## src/rtl/adbg_ahb3_pkg.sv

```systemverilog
// Shared AHB3-Lite encodings for the debug bus master.
// Also holds the master FSM state type and the request legality check.
package adbg_ahb3_pkg;

  localparam logic [1:0] HTRANS_IDLE   = 2'b00;
  localparam logic [1:0] HTRANS_NONSEQ = 2'b10;

  localparam logic [2:0] HBURST_SINGLE = 3'b000;

  localparam logic [2:0] HSIZE_B8  = 3'b000;
  localparam logic [2:0] HSIZE_B16 = 3'b001;
  localparam logic [2:0] HSIZE_B32 = 3'b010;
  localparam logic [2:0] HSIZE_B64 = 3'b011;

  localparam logic HRESP_OKAY  = 1'b0;
  localparam logic HRESP_ERROR = 1'b1;

  typedef enum logic [1:0] {
    ST_IDLE,
    ST_ADDR,
    ST_DATA
  } bus_master_state_t;

  // A request is legal when its size fits the bus and the address is size-aligned.
  function automatic logic req_is_legal(input logic [2:0] size,
                                        input logic [2:0] addr_lo,
                                        input int unsigned max_size);
    logic [2:0] mask;
    case (size)
      3'd0:    mask = 3'b000;
      3'd1:    mask = 3'b001;
      3'd2:    mask = 3'b011;
      default: mask = 3'b111;
    endcase
    return (32'(size) <= max_size) && ((addr_lo & mask) == 3'b000);
  endfunction

endpackage

```

## src/rtl/adbg_ahb3_bus_master_if.sv

```systemverilog
// AHB3-Lite master-side bus bundle; master drives address/control/write data,
// slave returns read data, ready and response.
interface adbg_ahb3_bus_master_if #(
  parameter int PLEN = 32,
  parameter int XLEN = 32
);
  logic            HSEL;
  logic [PLEN-1:0] HADDR;
  logic [XLEN-1:0] HWDATA;
  logic            HWRITE;
  logic [2:0]      HSIZE;
  logic [2:0]      HBURST;
  logic [3:0]      HPROT;
  logic [1:0]      HTRANS;
  logic            HMASTLOCK;
  logic [XLEN-1:0] HRDATA;
  logic            HREADY;
  logic            HRESP;

  modport master (
    output HSEL, HADDR, HWDATA, HWRITE, HSIZE, HBURST, HPROT, HTRANS, HMASTLOCK,
    input  HRDATA, HREADY, HRESP
  );

  modport slave (
    input  HSEL, HADDR, HWDATA, HWRITE, HSIZE, HBURST, HPROT, HTRANS, HMASTLOCK,
    output HRDATA, HREADY, HRESP
  );
endinterface

```

## src/rtl/adbg_ahb3_lane_steer.sv

```systemverilog
// Byte-lane steering: replicates right-justified write data across the bus and
// right-justifies/masks read data according to address low bits and size.
module adbg_ahb3_lane_steer #(
  parameter int XLEN = 32,
  localparam int NB  = XLEN / 8,
  localparam int LG  = $clog2(NB)
) (
  input  logic [2:0]      size_i,
  input  logic [LG-1:0]   addr_lo_i,
  input  logic [XLEN-1:0] wdata_i,
  input  logic [XLEN-1:0] rdata_i,
  output logic [XLEN-1:0] hwdata_o,
  output logic [XLEN-1:0] rdata_o
);

  logic [LG-1:0]   lane_mask;
  logic [XLEN-1:0] rdata_sh;

  // lane_mask = bytes-per-beat minus one; saturates at the full bus width
  always_comb begin
    lane_mask = (size_i >= 3'(LG)) ? '1 : LG'((32'd1 << size_i) - 32'd1);
  end

  assign rdata_sh = rdata_i >> {addr_lo_i, 3'b000};

  for (genvar gi = 0; gi < NB; gi++) begin : g_lane
    logic [LG-1:0] src;
    assign src = LG'(gi) & lane_mask;
    assign hwdata_o[gi*8 +: 8] = wdata_i[{src, 3'b000} +: 8];
    assign rdata_o[gi*8 +: 8]  = (LG'(gi) <= lane_mask) ? rdata_sh[gi*8 +: 8] : 8'h00;
  end

endmodule

```

## src/rtl/adbg_ahb3_bus_master.sv

```systemverilog
// AHB3-Lite single-transfer master: one read or write per request, with
// lane steering, wait states, sticky error capture and rejection of illegal requests.
module adbg_ahb3_bus_master
  import adbg_ahb3_pkg::*;
#(
  parameter int         PLEN      = 32,
  parameter int         XLEN      = 32,
  parameter logic [3:0] HPROT_VAL = 4'b0011
) (
  input  logic            HCLK,
  input  logic            HRESET,
  input  logic            req_valid_i,
  output logic            req_ready_o,
  input  logic            req_we_i,
  input  logic [2:0]      req_size_i,
  input  logic [PLEN-1:0] req_addr_i,
  input  logic [XLEN-1:0] req_wdata_i,
  output logic            rsp_valid_o,
  output logic [XLEN-1:0] rsp_rdata_o,
  output logic            rsp_err_o,
  adbg_ahb3_bus_master_if.master ahb_m
);

  localparam int NB = XLEN / 8;
  localparam int LG = $clog2(NB);

  bus_master_state_t state_q, state_d;

  logic            ready_q, ready_d;
  logic [XLEN-1:0] wdata_q, wdata_d;
  logic [LG-1:0]   addr_lo_q, addr_lo_d;
  logic            err_q, err_d;
  logic            rsp_valid_q, rsp_valid_d;
  logic            rsp_err_q, rsp_err_d;
  logic [XLEN-1:0] rsp_rdata_q, rsp_rdata_d;

  logic            hsel_q, hsel_d;
  logic [PLEN-1:0] haddr_q, haddr_d;
  logic [XLEN-1:0] hwdata_q, hwdata_d;
  logic            hwrite_q, hwrite_d;
  logic [2:0]      hsize_q, hsize_d;
  logic [1:0]      htrans_q, htrans_d;

  logic [XLEN-1:0] steer_hwdata;
  logic [XLEN-1:0] steer_rdata;
  logic            handshake;
  logic            rsp_err_now;

  // HWRITE/HSIZE stay valid after the address phase, so they double as the request latch.
  adbg_ahb3_lane_steer #(.XLEN(XLEN)) u_lane_steer (
    .size_i    (hsize_q),
    .addr_lo_i (addr_lo_q),
    .wdata_i   (wdata_q),
    .rdata_i   (ahb_m.HRDATA),
    .hwdata_o  (steer_hwdata),
    .rdata_o   (steer_rdata)
  );

  assign handshake   = req_valid_i & ready_q;
  assign rsp_err_now = err_q | (ahb_m.HRESP == HRESP_ERROR);

  always_comb begin
    state_d     = state_q;
    wdata_d     = wdata_q;
    addr_lo_d   = addr_lo_q;
    err_d       = err_q;
    rsp_valid_d = 1'b0;
    rsp_err_d   = 1'b0;
    rsp_rdata_d = '0;
    hsel_d      = hsel_q;
    haddr_d     = haddr_q;
    hwdata_d    = hwdata_q;
    hwrite_d    = hwrite_q;
    hsize_d     = hsize_q;
    htrans_d    = htrans_q;

    case (state_q)
      ST_IDLE: begin
        if (handshake) begin
          if (!req_is_legal(req_size_i, req_addr_i[2:0], LG)) begin
            rsp_valid_d = 1'b1;
            rsp_err_d   = 1'b1;
          end else begin
            state_d   = ST_ADDR;
            wdata_d   = req_wdata_i;
            addr_lo_d = req_addr_i[LG-1:0];
            err_d     = 1'b0;
            hsel_d    = 1'b1;
            htrans_d  = HTRANS_NONSEQ;
            haddr_d   = req_addr_i;
            hwrite_d  = req_we_i;
            hsize_d   = req_size_i;
          end
        end
      end
      ST_ADDR: begin
        if (ahb_m.HREADY) begin
          state_d  = ST_DATA;
          hsel_d   = 1'b0;
          htrans_d = HTRANS_IDLE;
          hwdata_d = steer_hwdata;
        end
      end
      ST_DATA: begin
        if (ahb_m.HREADY) begin
          state_d     = ST_IDLE;
          rsp_valid_d = 1'b1;
          rsp_err_d   = rsp_err_now;
          // Errored transfers and writes return no data.
          rsp_rdata_d = (hwrite_q || rsp_err_now) ? '0 : steer_rdata;
        end else if (ahb_m.HRESP == HRESP_ERROR) begin
          err_d = 1'b1;
        end
      end
      default: state_d = ST_IDLE;
    endcase

    ready_d = (state_d == ST_IDLE);
  end

  always_ff @(posedge HCLK or posedge HRESET) begin
    if (HRESET) begin
      state_q     <= ST_IDLE;
      ready_q     <= 1'b0;
      wdata_q     <= '0;
      addr_lo_q   <= '0;
      err_q       <= 1'b0;
      rsp_valid_q <= 1'b0;
      rsp_err_q   <= 1'b0;
      rsp_rdata_q <= '0;
      hsel_q      <= 1'b0;
      haddr_q     <= '0;
      hwdata_q    <= '0;
      hwrite_q    <= 1'b0;
      hsize_q     <= HSIZE_B8;
      htrans_q    <= HTRANS_IDLE;
    end else begin
      state_q     <= state_d;
      ready_q     <= ready_d;
      wdata_q     <= wdata_d;
      addr_lo_q   <= addr_lo_d;
      err_q       <= err_d;
      rsp_valid_q <= rsp_valid_d;
      rsp_err_q   <= rsp_err_d;
      rsp_rdata_q <= rsp_rdata_d;
      hsel_q      <= hsel_d;
      haddr_q     <= haddr_d;
      hwdata_q    <= hwdata_d;
      hwrite_q    <= hwrite_d;
      hsize_q     <= hsize_d;
      htrans_q    <= htrans_d;
    end
  end

  assign req_ready_o     = ready_q;
  assign rsp_valid_o     = rsp_valid_q;
  assign rsp_err_o       = rsp_err_q;
  assign rsp_rdata_o     = rsp_rdata_q;
  assign ahb_m.HSEL      = hsel_q;
  assign ahb_m.HADDR     = haddr_q;
  assign ahb_m.HWDATA    = hwdata_q;
  assign ahb_m.HWRITE    = hwrite_q;
  assign ahb_m.HSIZE     = hsize_q;
  assign ahb_m.HTRANS    = htrans_q;
  assign ahb_m.HBURST    = HBURST_SINGLE;
  assign ahb_m.HPROT     = HPROT_VAL;
  assign ahb_m.HMASTLOCK = 1'b0;

endmodule
```

## src/flat_wrapper.sv

```systemverilog
// flat-port wrapper written by rule: the top's interface ports become plain ports
module adbg_ahb3_bus_master_flat import adbg_ahb3_pkg::*;
#(
  parameter int         PLEN      = 32,
  parameter int         XLEN      = 32,
  parameter logic [3:0] HPROT_VAL = 4'b0011
)
  (HCLK, HRESET, req_valid_i, req_ready_o, req_we_i, req_size_i, req_addr_i, req_wdata_i, rsp_valid_o, rsp_rdata_o, rsp_err_o, ahb_m_HSEL, ahb_m_HADDR, ahb_m_HWDATA, ahb_m_HWRITE, ahb_m_HSIZE, ahb_m_HBURST, ahb_m_HPROT, ahb_m_HTRANS, ahb_m_HMASTLOCK, ahb_m_HRDATA, ahb_m_HREADY, ahb_m_HRESP);
  adbg_ahb3_bus_master_if #(.PLEN(PLEN), .XLEN(XLEN)) ahb_m_i ();
  input  logic HCLK;
  input  logic HRESET;
  input  logic req_valid_i;
  output logic req_ready_o;
  input  logic req_we_i;
  input  logic [2:0] req_size_i;
  input  logic [PLEN-1:0] req_addr_i;
  input  logic [XLEN-1:0] req_wdata_i;
  output logic rsp_valid_o;
  output logic [XLEN-1:0] rsp_rdata_o;
  output logic rsp_err_o;
  output wire logic [$bits(ahb_m_i.HSEL)-1:0] ahb_m_HSEL;
  output wire logic [$bits(ahb_m_i.HADDR)-1:0] ahb_m_HADDR;
  output wire logic [$bits(ahb_m_i.HWDATA)-1:0] ahb_m_HWDATA;
  output wire logic [$bits(ahb_m_i.HWRITE)-1:0] ahb_m_HWRITE;
  output wire logic [$bits(ahb_m_i.HSIZE)-1:0] ahb_m_HSIZE;
  output wire logic [$bits(ahb_m_i.HBURST)-1:0] ahb_m_HBURST;
  output wire logic [$bits(ahb_m_i.HPROT)-1:0] ahb_m_HPROT;
  output wire logic [$bits(ahb_m_i.HTRANS)-1:0] ahb_m_HTRANS;
  output wire logic [$bits(ahb_m_i.HMASTLOCK)-1:0] ahb_m_HMASTLOCK;
  input wire logic [$bits(ahb_m_i.HRDATA)-1:0] ahb_m_HRDATA;
  input wire logic [$bits(ahb_m_i.HREADY)-1:0] ahb_m_HREADY;
  input wire logic [$bits(ahb_m_i.HRESP)-1:0] ahb_m_HRESP;
  assign ahb_m_HSEL = ahb_m_i.HSEL;
  assign ahb_m_HADDR = ahb_m_i.HADDR;
  assign ahb_m_HWDATA = ahb_m_i.HWDATA;
  assign ahb_m_HWRITE = ahb_m_i.HWRITE;
  assign ahb_m_HSIZE = ahb_m_i.HSIZE;
  assign ahb_m_HBURST = ahb_m_i.HBURST;
  assign ahb_m_HPROT = ahb_m_i.HPROT;
  assign ahb_m_HTRANS = ahb_m_i.HTRANS;
  assign ahb_m_HMASTLOCK = ahb_m_i.HMASTLOCK;
  assign ahb_m_i.HRDATA = ahb_m_HRDATA;
  assign ahb_m_i.HREADY = ahb_m_HREADY;
  assign ahb_m_i.HRESP = ahb_m_HRESP;
  adbg_ahb3_bus_master #(.PLEN(PLEN), .XLEN(XLEN), .HPROT_VAL(HPROT_VAL)) u_core (.HCLK(HCLK), .HRESET(HRESET), .req_valid_i(req_valid_i), .req_ready_o(req_ready_o), .req_we_i(req_we_i), .req_size_i(req_size_i), .req_addr_i(req_addr_i), .req_wdata_i(req_wdata_i), .rsp_valid_o(rsp_valid_o), .rsp_rdata_o(rsp_rdata_o), .rsp_err_o(rsp_err_o), .ahb_m(ahb_m_i));
endmodule
```

## config.mk

```make
export PLATFORM = sky130hd
export DESIGN_NAME = adbg_ahb3_bus_master_flat
export DESIGN_NICKNAME = d
export VERILOG_FILES = /design/src/rtl/adbg_ahb3_pkg.sv /design/src/rtl/adbg_ahb3_bus_master_if.sv /design/src/rtl/adbg_ahb3_lane_steer.sv /design/src/rtl/adbg_ahb3_bus_master.sv /design/src/flat_wrapper.sv
export SDC_FILE = /design/constraint.sdc
export NUM_CORES = 1
export LEC_CHECK = 0
export BUFFER_PORTS_ARGS = -buffer_cell sky130_fd_sc_hd__buf_2
export CAP_MARGIN = 20
export CORE_ASPECT_RATIO = 1.4
export CORE_UTILIZATION = 49
export CTS_CLUSTER_DIAMETER = 150
export DETAILED_ROUTE_END_ITERATION = 16
export GPL_ROUTABILITY_DRIVEN = 1
export GPL_TIMING_DRIVEN = 0
export PLACE_DENSITY_LB_ADDON = 0.2
export SLEW_MARGIN = 20
export SYNTH_ARGS = -nofsm -noshare
export SYNTH_HDL_FRONTEND = slang
export SYNTH_SLANG_ARGS = --single-unit
```

## constraint.sdc

```tcl
create_clock -name HCLK -period 4.75 [get_ports HCLK]
set_input_delay 0.2375 -clock HCLK [delete_from_list [all_inputs] [get_ports HCLK]]
set_output_delay 0.2375 -clock HCLK [all_outputs]
set_load 0.02 [all_outputs]
```

==> results.txt, run 1 <==
In this run, the number of DRC markers left after iteration 0 of detailed routing was 205. For the total global-route track usage, the log shows 24.18%. The area of the placeable core is 11820 um2, and the pin count of the biggest net entering global routing is 104. The tools report the post-layout total power as 5.089 mW. In this run, distinct cell masters in the synthesized netlist total 35.

In the routed design, unresolved DRC markers number 0. Data arrives at the worst endpoint at 2.15 ns. The critical path capture point type was a register.

For this design the static power due to leakage is 3.989 nW. Root cell of the clock tree: sky130_fd_sc_hd__clkbuf_16. The net count of the finished layout was 777. The most used flip-flop cell after synthesis is sky130_fd_sc_hd__dfrtp_1. The tools report the startpoint of the tightest hold check path as req_wdata_i[31]. Wires add up to 14450 um. 219 I/O pins were placed.

Each instance of the synthesized netlist takes up on average 13.61 um2. Setup slack on the critical path of the routed design comes to 2.938 ns. Based on the critical path, the design can be clocked at up to 551.9 MHz. The run gives 435 as the cell count after synthesis. Setup repair after global routing left no endpoint under its margin. For the final-layout setup total negative slack, the log shows 0 ns.

The initial utilization of the core area, before any placement, comes to 50.09%. Once the clock tree was built, the setup fixing pass inserted 0 buffers. Routability-driven placement finished with a final weighted congestion of 0.7773.

The tool flagged a number of max-cap violations equal to 0. Setup slack on the worst reg-to-reg path comes out at 2.94 ns. The worst path uses 38.14% of the clock period. Initial antenna violation count: 0. The die is 132.1 um tall.

For the finished layout, the period the worst path requires is 1.812 ns. The run finished with clean final reports. For the global-route wire length before repair, the log shows 22670 um.

Number of cells upsized or downsized after cts: 0. The antenna diode instance count is 0, and the power density over cell area is 652.5 nW/um2. The H-tree was split into 4 levels. The half-perimeter wire length after detailed placement came out at 10470 um. After detailed routing, the number of vias per cell comes to 5.175. The relative max-transition margin came out at 43.27%. For the later-pin clock latency in the skew report, the log shows 0.41 ns. The logs give 58.75% for the sequential cell area fraction in the yosys report and 799 for the total instance count after detailed placement. The run gives 0 as the residual antenna-violating net count after detailed routing.

In this run the core area contains 47 standard-cell rows. TritonCTS built the clock tree. The worst register-to-register path has a depth of 3. The synthesized netlist occupies a cell area of 5921 um2.

For the pin with the worst max-slew slack, the measured transition is 0.8439 ns. Synthesis inferred 139 register bits. The number of pins with negative max-slew slack in the final report was 0. Horizontal die dimension: 94.90 um. The worst setup path is of the register to register kind.

The full die area came out at 12530 um2. The largest fanout on the critical path was 8. The path class of the lowest-slack min-delay path is primary input to register. For the number of buffers created by CTS, the log shows 17. The worst hold path passes through 2 cells.

Relative area change from synthesis to final layout: 31.72%. The path with the worst hold slack has its endpoint at u_core.wdata_q[31]$_DFFE_PP0P_. The layout has 946 filler cells. Global routing finished with a remaining overflow of 0.

The number of standard cells in the final layout excluding fillers came out at 832. The clock slew at the register clock pins of the worst setup and hold paths was 0.06 ns; the share of the synthesized area in the top cell type was 58.75%. The startpoint kind of the worst setup timing path was a register. The clock arrives with 0.006435 ns of skew. Data required time of the worst path: 5.09 ns. Prior to clock tree synthesis, the placed netlist has a worst setup slack of 2.915 ns. The deepest clock path buffer count is 2, and the number of enable-type register cells in the synthesized netlist is 0. Peak supply drop: 384.6 uV. The number of warnings reported in the yosys synthesis log is 0, and the number of hold-slack violations in the final timing report is 0.

For the via count of the first global-routing pass, the log shows 4493. After synthesis, the share of flip-flops with an asynchronous set or reset is 100.0%. The number of sinks on the clock net was 139.

Cells with a size suffix above 1 make up 53.28% of the layout. The final setup violation count is 0. Across all hold checks on the routed design, the worst slack comes to 0.04572 ns. The routed length per placed instance is 17.37 um, and the routed via count is 4306.

In the post-synthesis netlist, the biggest area contributors are sky130_fd_sc_hd__dfrtp_1 59%, sky130_fd_sc_hd__mux2_2 15%, sky130_fd_sc_hd__mux2i_1 6.8%. In this run the critical register-to-register path is captured at u_core.rsp_rdata_o[26]$_DFF_PP0_. For this run, the detailed router's first-pass iteration total came to 6. The worst reg2reg path startpoint is u_core.err_q$_DFFE_PP0P_. The synthesized design spends more area on one cell type than any other, namely sky130_fd_sc_hd__dfrtp_1.

During placement, the flow inserted port buffers numbering 209.
-- Yosys cell counts (3+ instances only) --
master / number
sky130_fd_sc_hd__nor2_1: 9
sky130_fd_sc_hd__a211oi_1: 9
sky130_fd_sc_hd__a2bb2oi_1: 8
sky130_fd_sc_hd__o21ai_0: 26
sky130_fd_sc_hd__buf_4: 12
sky130_fd_sc_hd__dfrtp_1: 139
sky130_fd_sc_hd__and2_1: 11
sky130_fd_sc_hd__mux2_2: 77
sky130_fd_sc_hd__mux2i_1: 40
sky130_fd_sc_hd__mux2_1: 6
sky130_fd_sc_hd__clkbuf_1: 6
sky130_fd_sc_hd__nor3_1: 6
sky130_fd_sc_hd__nor2b_1: 10
sky130_fd_sc_hd__buf_2: 7
sky130_fd_sc_hd__buf_6: 9
sky130_fd_sc_hd__a211oi_2: 8
sky130_fd_sc_hd__buf_1: 3
sky130_fd_sc_hd__nand2_1: 27
-- layout make-up --
class	instances	area [um2]	area share (%)
inverters	1	11.26	0.1444
flip-flops and latches	139	3478	44.60
clock inverters	14	147.6	1.893
plain buffers	37	260.3	3.337
multi-input cells	265	2205	28.27
well taps	147	183.9	2.358
repair buffers	211	1084	13.89
clock buffers	18	429.2	5.503
-- power breakdown --
part           internal [mW]  switching [mW]  leakage [nW]
sequential              1.62           0.273          1.75
clock                  0.774           0.508         0.269
combinational          0.829            1.08          1.97
total                   3.23            1.86          3.99
-- worst max-delay path: stages, from the launching register on --
cell                      delay [ns]
sky130_fd_sc_hd__dfrtp_1        0.40
sky130_fd_sc_hd__or3_4          0.41
sky130_fd_sc_hd__nor4_2         0.71
sky130_fd_sc_hd__and2_1         0.23
-- worst max-delay path by stage --
stage / startpoint / end / depth (start not counted)
after floorplan: HRESET / u_core.addr_lo_q[0]$_DFFE_PP0P_ / 1
after global placement: HRESET / u_core.ahb_m.HWDATA[5]$_DFFE_PP0P_ / 2
after detailed placement: u_core.err_q$_DFFE_PP0P_ / u_core.rsp_rdata_o[26]$_DFF_PP0_ / 3
after CTS: u_core.err_q$_DFFE_PP0P_ / u_core.rsp_rdata_o[26]$_DFF_PP0_ / 3
after global routing: u_core.err_q$_DFFE_PP0P_ / u_core.rsp_rdata_o[26]$_DFF_PP0_ / 3
final: u_core.err_q$_DFFE_PP0P_ / u_core.rsp_rdata_o[26]$_DFF_PP0_ / 3
-- layout by cell type, fill, tap and decap left out, types with 3 or more instances in the layout --
cell / n
sky130_fd_sc_hd__a211oi_1: 9
sky130_fd_sc_hd__buf_4: 12
sky130_fd_sc_hd__nor2b_1: 10
sky130_fd_sc_hd__a2bb2oi_1: 8
sky130_fd_sc_hd__clkinv_2: 3
sky130_fd_sc_hd__clkbuf_1: 7
sky130_fd_sc_hd__dfrtp_1: 139
sky130_fd_sc_hd__nor3_1: 6
sky130_fd_sc_hd__nor2_1: 9
sky130_fd_sc_hd__conb_1: 9
sky130_fd_sc_hd__mux2_1: 6
sky130_fd_sc_hd__a211oi_2: 8
sky130_fd_sc_hd__clkbuf_16: 17
sky130_fd_sc_hd__buf_1: 3
sky130_fd_sc_hd__buf_6: 9
sky130_fd_sc_hd__and2_1: 11
sky130_fd_sc_hd__mux2i_1: 40
sky130_fd_sc_hd__clkinvlp_4: 5
sky130_fd_sc_hd__o21ai_0: 26
sky130_fd_sc_hd__mux2_2: 77
sky130_fd_sc_hd__nand2_1: 27
sky130_fd_sc_hd__buf_2: 216
-- logic make-up (layout without fill, tap and decap cells) --
logic type / Yosys count / after routing / synth area share (%)
AOI/OAI and AO/OA: 54 / 54 / 6.615
DFF: 139 / 139 / 58.75
other: 2 / 9 / 0.1268
and+or+nand+nor: 79 / 79 / 7.502
muxes: 123 / 123 / 22.55
buffers and inverters: 38 / 281 / 4.459
-- flip-flops by register name, indices dropped and copies added, names as in the netlist, 2 cells and up --
name                 cells
u_core.rsp_rdata_o      32
u_core.ahb_m.HADDR      31
u_core.state_q           2
u_core.ahb_m.HWDATA     32
u_core.ahb_m.HSIZE       3
u_core.wdata_q          32
-- timing repair --
action | CTS | global route
setup endpoints to repair | 0 | 0
hold endpoints to repair | 36 | 0
hold buffers | 1 | 0
-- metal layers --
layer  vias to the layer above  global-route usage (%)  part of all wire [%]  wire (um)
met5                         -                       0                     0          0
met4                         0                   9.428                   1.9        280
met3                        24                   6.863                   6.3        913
met2                       173                   42.93                    55       7914
met1                      2119                   26.70                    37       5344
li1                       1990                       -                     -          -
-- through the flow --
stage / util [%] / cell area [um2]
after floorplan: - / 5947
after detailed placement: 61.01 / 7212
after global routing: 65.98 / 7799
after CTS: 65.98 / 7799
after global placement: 60.72 / 7177
final: 65.98 / 7799
No activity file was read; power rests on OpenSTA's default activity.
==> inputs of run 2 (changes only) <==
- CORE_UTILIZATION: 49 -> 45
- clock period: 4.75 -> 1.6 ns (I/O delays scaled with it)
==> results.txt, run 2 (synthesis gave the netlist of run 1 again) <==
By startpoint and endpoint, the worst setup path is classified as register to register. Via density per instance: 4.986 (-3.7%). Relative max-transition margin: 57.60% (+14 points). The residual DRC count was 0 (unchanged). The run gives 3478 um2 (unchanged) as the sequential standard cell area. The slew of the pin with the lowest slew margin is 0.6346 ns (-0.2093 ns). For the deepest clock path buffer count, the log shows 2 (unchanged). The data required time of the worst path is 1.93 ns (-3.16 ns). The initial antenna violation count came out at 0 (unchanged). The I/O pin total was 219 (unchanged). The net count of the finished layout is 868 (+12%). For the antenna diode instance count, the log shows 0 (unchanged).

The floorplan row count is 49 (+4.3%), and the routed length per placed instance is 17.39 um (+0.13%). For the half-perimeter wire length after detailed placement, the log shows 10990 um (+4.9%). Total area of multi-input combinational cells: 2240 um2 (+1.6%).

The tree is rooted in a sky130_fd_sc_hd__clkbuf_16. The residual antenna-violating net count after detailed routing came out at 0 (unchanged). The tools report the worst hold slack across all endpoints as 0.1052 ns (+0.05948 ns). The pin count of the biggest net entering global routing was 36 (-65%); the number of standard cells in the final layout excluding fillers was 929 (+12%). Static power due to leakage: 4.436 nW (+11%). The power density over cell area was 1785 nW/um2 (+170%).

The maximum clock frequency is 642.5 MHz (+16%). In the layout the commonest cells are 216 x sky130_fd_sc_hd__buf_2, 139 x sky130_fd_sc_hd__dfrtp_1, 86 x sky130_fd_sc_hd__dlygate4sd3_1, 77 x sky130_fd_sc_hd__mux2_2, 40 x sky130_fd_sc_hd__mux2i_1. The slack of the worst reg-to-reg path is 0.04 ns (-2.89 ns), and the number of cells on the worst reg-to-reg path is 5 (+2). The startpoint identified for the worst register-to-register timing path is u_core.state_q[0]$_DFF_PP0_.

The path with the worst hold slack has its endpoint at u_core.rsp_rdata_o[7]$_DFF_PP0_. The critical path capture point type is a register. For the remaining global-route overflow, the log shows 0 (unchanged). The share of final-layout standard cells stronger than drive strength 1 was 48.45% (-4.8 points). Setup repair after global routing could not meet its margin everywhere. The tools report the global-route wire length before repair as 25100 um (+11%). The full die area is 13630 um2 (+8.7%), and the total instance count after detailed placement is 808 (+1.1%). The tightest min-delay check is of the primary input to register type. The max capacitance violation total is 0 (unchanged). The logs give 0 (unchanged) for the number of pins with negative max-slew slack in the final report and 4632 (+7.6%) for the routed via count. For the initial detailed-routing violation count, the log shows 177 (-14%).

The die outline height came out at 137.7 um (+4.3%). TritonCTS built the clock tree. The starting utilization of the core area was 46.21% (-3.9 points).

The post-detailed-routing wire length was 16160 um (+12%). The leading cell type in the layout, fill and taps excluded was sky130_fd_sc_hd__buf_2. The area growth from synthesis to layout is 49.43%. The run gives 8847 um2 (+13%) as the area of all placed cells without fillers.

The clock slew at the register clock pins of the worst setup and hold paths came out at 0.06 ns (about the same). The startpoint of the tightest hold check path was ahb_m_HRDATA[15]. The final setup violation count is 0 (unchanged), and the routability-driven placement congestion ratio is 0.7840 (+0.86%). The post-route clock skew is 0.007589 ns (+0.001154 ns). The first-pass iteration count of the detailed router is 4 (-2), and the cell area reported after detailed placement is 7276 um2 (+0.88%).

The maximum level of the CTS H-tree was 4 (unchanged); the largest fanout on the critical path was 10 (+2). Via count of the first global-routing pass: 4973 (+11%). Number of sinks on the clock net: 139 (unchanged). The logs give 954 (+0.85%) for the fill cell instance count of the final layout and 17 (unchanged) for the number of buffers created by CTS. The worst setup path is launched from a register. The peak supply drop is 1102 uV (+190%), and the total global-route track usage is 24.35% (+0.17 points). The number of input and output port buffers inserted came out at 209 (unchanged). The horizontal die dimension works out to 98.94 um (+4.3%). The post-route minimum period came out at 1.556 ns (-0.2553 ns). The run finished with clean final reports. The tools report the capture point of the worst reg-to-reg path as u_core.rsp_rdata_o[14]$_DFF_PP0_. The area of the placeable core was 12810 um2 (+8.4%). The later-pin clock latency in the skew report is 0.41 ns (about the same), and the cell depth of the worst hold path is 3 (+1). The tools report the arrival time of the worst setup path as 1.89 ns (-0.26 ns). The part of the cycle the worst path needs was 97.28% (+59 points); the number of hold-slack violations in the final timing report was 0 (unchanged).
## run 2: cell count changes in the layout (fill, tap and decap cells not counted), moves of 2 or more
cell,change
sky130_fd_sc_hd__buf_1,-2
sky130_fd_sc_hd__buf_12,+4
sky130_fd_sc_hd__buf_4,+2
sky130_fd_sc_hd__bufinv_16,+2
sky130_fd_sc_hd__clkbuf_1,-2
sky130_fd_sc_hd__clkbuf_2,+3
sky130_fd_sc_hd__clkinv_4,+2
sky130_fd_sc_hd__dlygate4sd3_1,+85
sky130_fd_sc_hd__nor4_2,-2
sky130_fd_sc_hd__nor4_4,+2
## run 2: timing repair
action	CTS	global route
resized for setup	6	10
pin swaps	2	1
setup endpoints to repair	64	46
hold buffers	86	0
gates cloned	0	0
hold endpoints to repair	119	0
buffers inserted	2	1
## run 2: how the worst max path moves through the flow
stage                                          from                                 end  depth (start not counted)
finish                  u_core.state_q[0]$_DFF_PP0_    u_core.rsp_rdata_o[14]$_DFF_PP0_                          5
CTS                 u_core.addr_lo_q[0]$_DFFE_PP0P_    u_core.rsp_rdata_o[23]$_DFF_PP0_                          4
floorplan                                    HRESET     u_core.addr_lo_q[0]$_DFFE_PP0P_                          1
global placement                             HRESET  u_core.ahb_m.HADDR[29]$_DFFE_PP0P_                          2
global route            u_core.state_q[1]$_DFF_PP0_      u_core.wdata_q[19]$_DFFE_PP0P_                          4
detailed placement         u_core.err_q$_DFFE_PP0P_    u_core.rsp_rdata_o[31]$_DFF_PP0_                          3
## run 2: layout make-up
type / count / area share [%]
multi-input cells: 265 / 25.31
flip-flops and latches: 139 / 39.32
repair buffers: 302 / 22.84
well taps: 153 / 2.164
clock buffers: 18 / 4.851
inverters: 1 / 0.08485
clock inverters: 14 / 2.220
plain buffers: 37 / 3.210
## run 2: metal layers
metal	global-route usage, %	routed length, um	vias to the layer above
li1	-	-	2168
met1	26.72	6172	2296
met2	45.57	9055	152
met3	5.581	724	16
met4	9.121	206	0
met5	0	0	-
## run 2: worst max-delay path, cell delays in order (launching register included)
cell and delay (ns):
sky130_fd_sc_hd__dfrtp_1 0.41, sky130_fd_sc_hd__nand3b_1 0.30, sky130_fd_sc_hd__or2_1 0.31, sky130_fd_sc_hd__buf_6 0.14
sky130_fd_sc_hd__buf_12 0.14, sky130_fd_sc_hd__nor3_2 0.17
## run 2: where the power goes
part           switching (mW)  internal, mW
combinational            3.31          2.69
clock                    1.53          2.62
sequential              0.832          4.82
total                    5.67          10.1
## run 2: per-stage QoR
stage                     setup WS (ns)  power (mW)  util (%)  TNS, ns
after floorplan                 -0.2151       9.446         -   -29.90
after global placement          -0.9796       11.16     56.10  -137.65
after detailed placement        -0.2125       11.37     56.78   -4.088
after CTS                      0.003743       15.82     68.70        0
after global routing           -0.01682       16.56     69.05  -0.1197
final                           0.04351       15.79     69.05        0
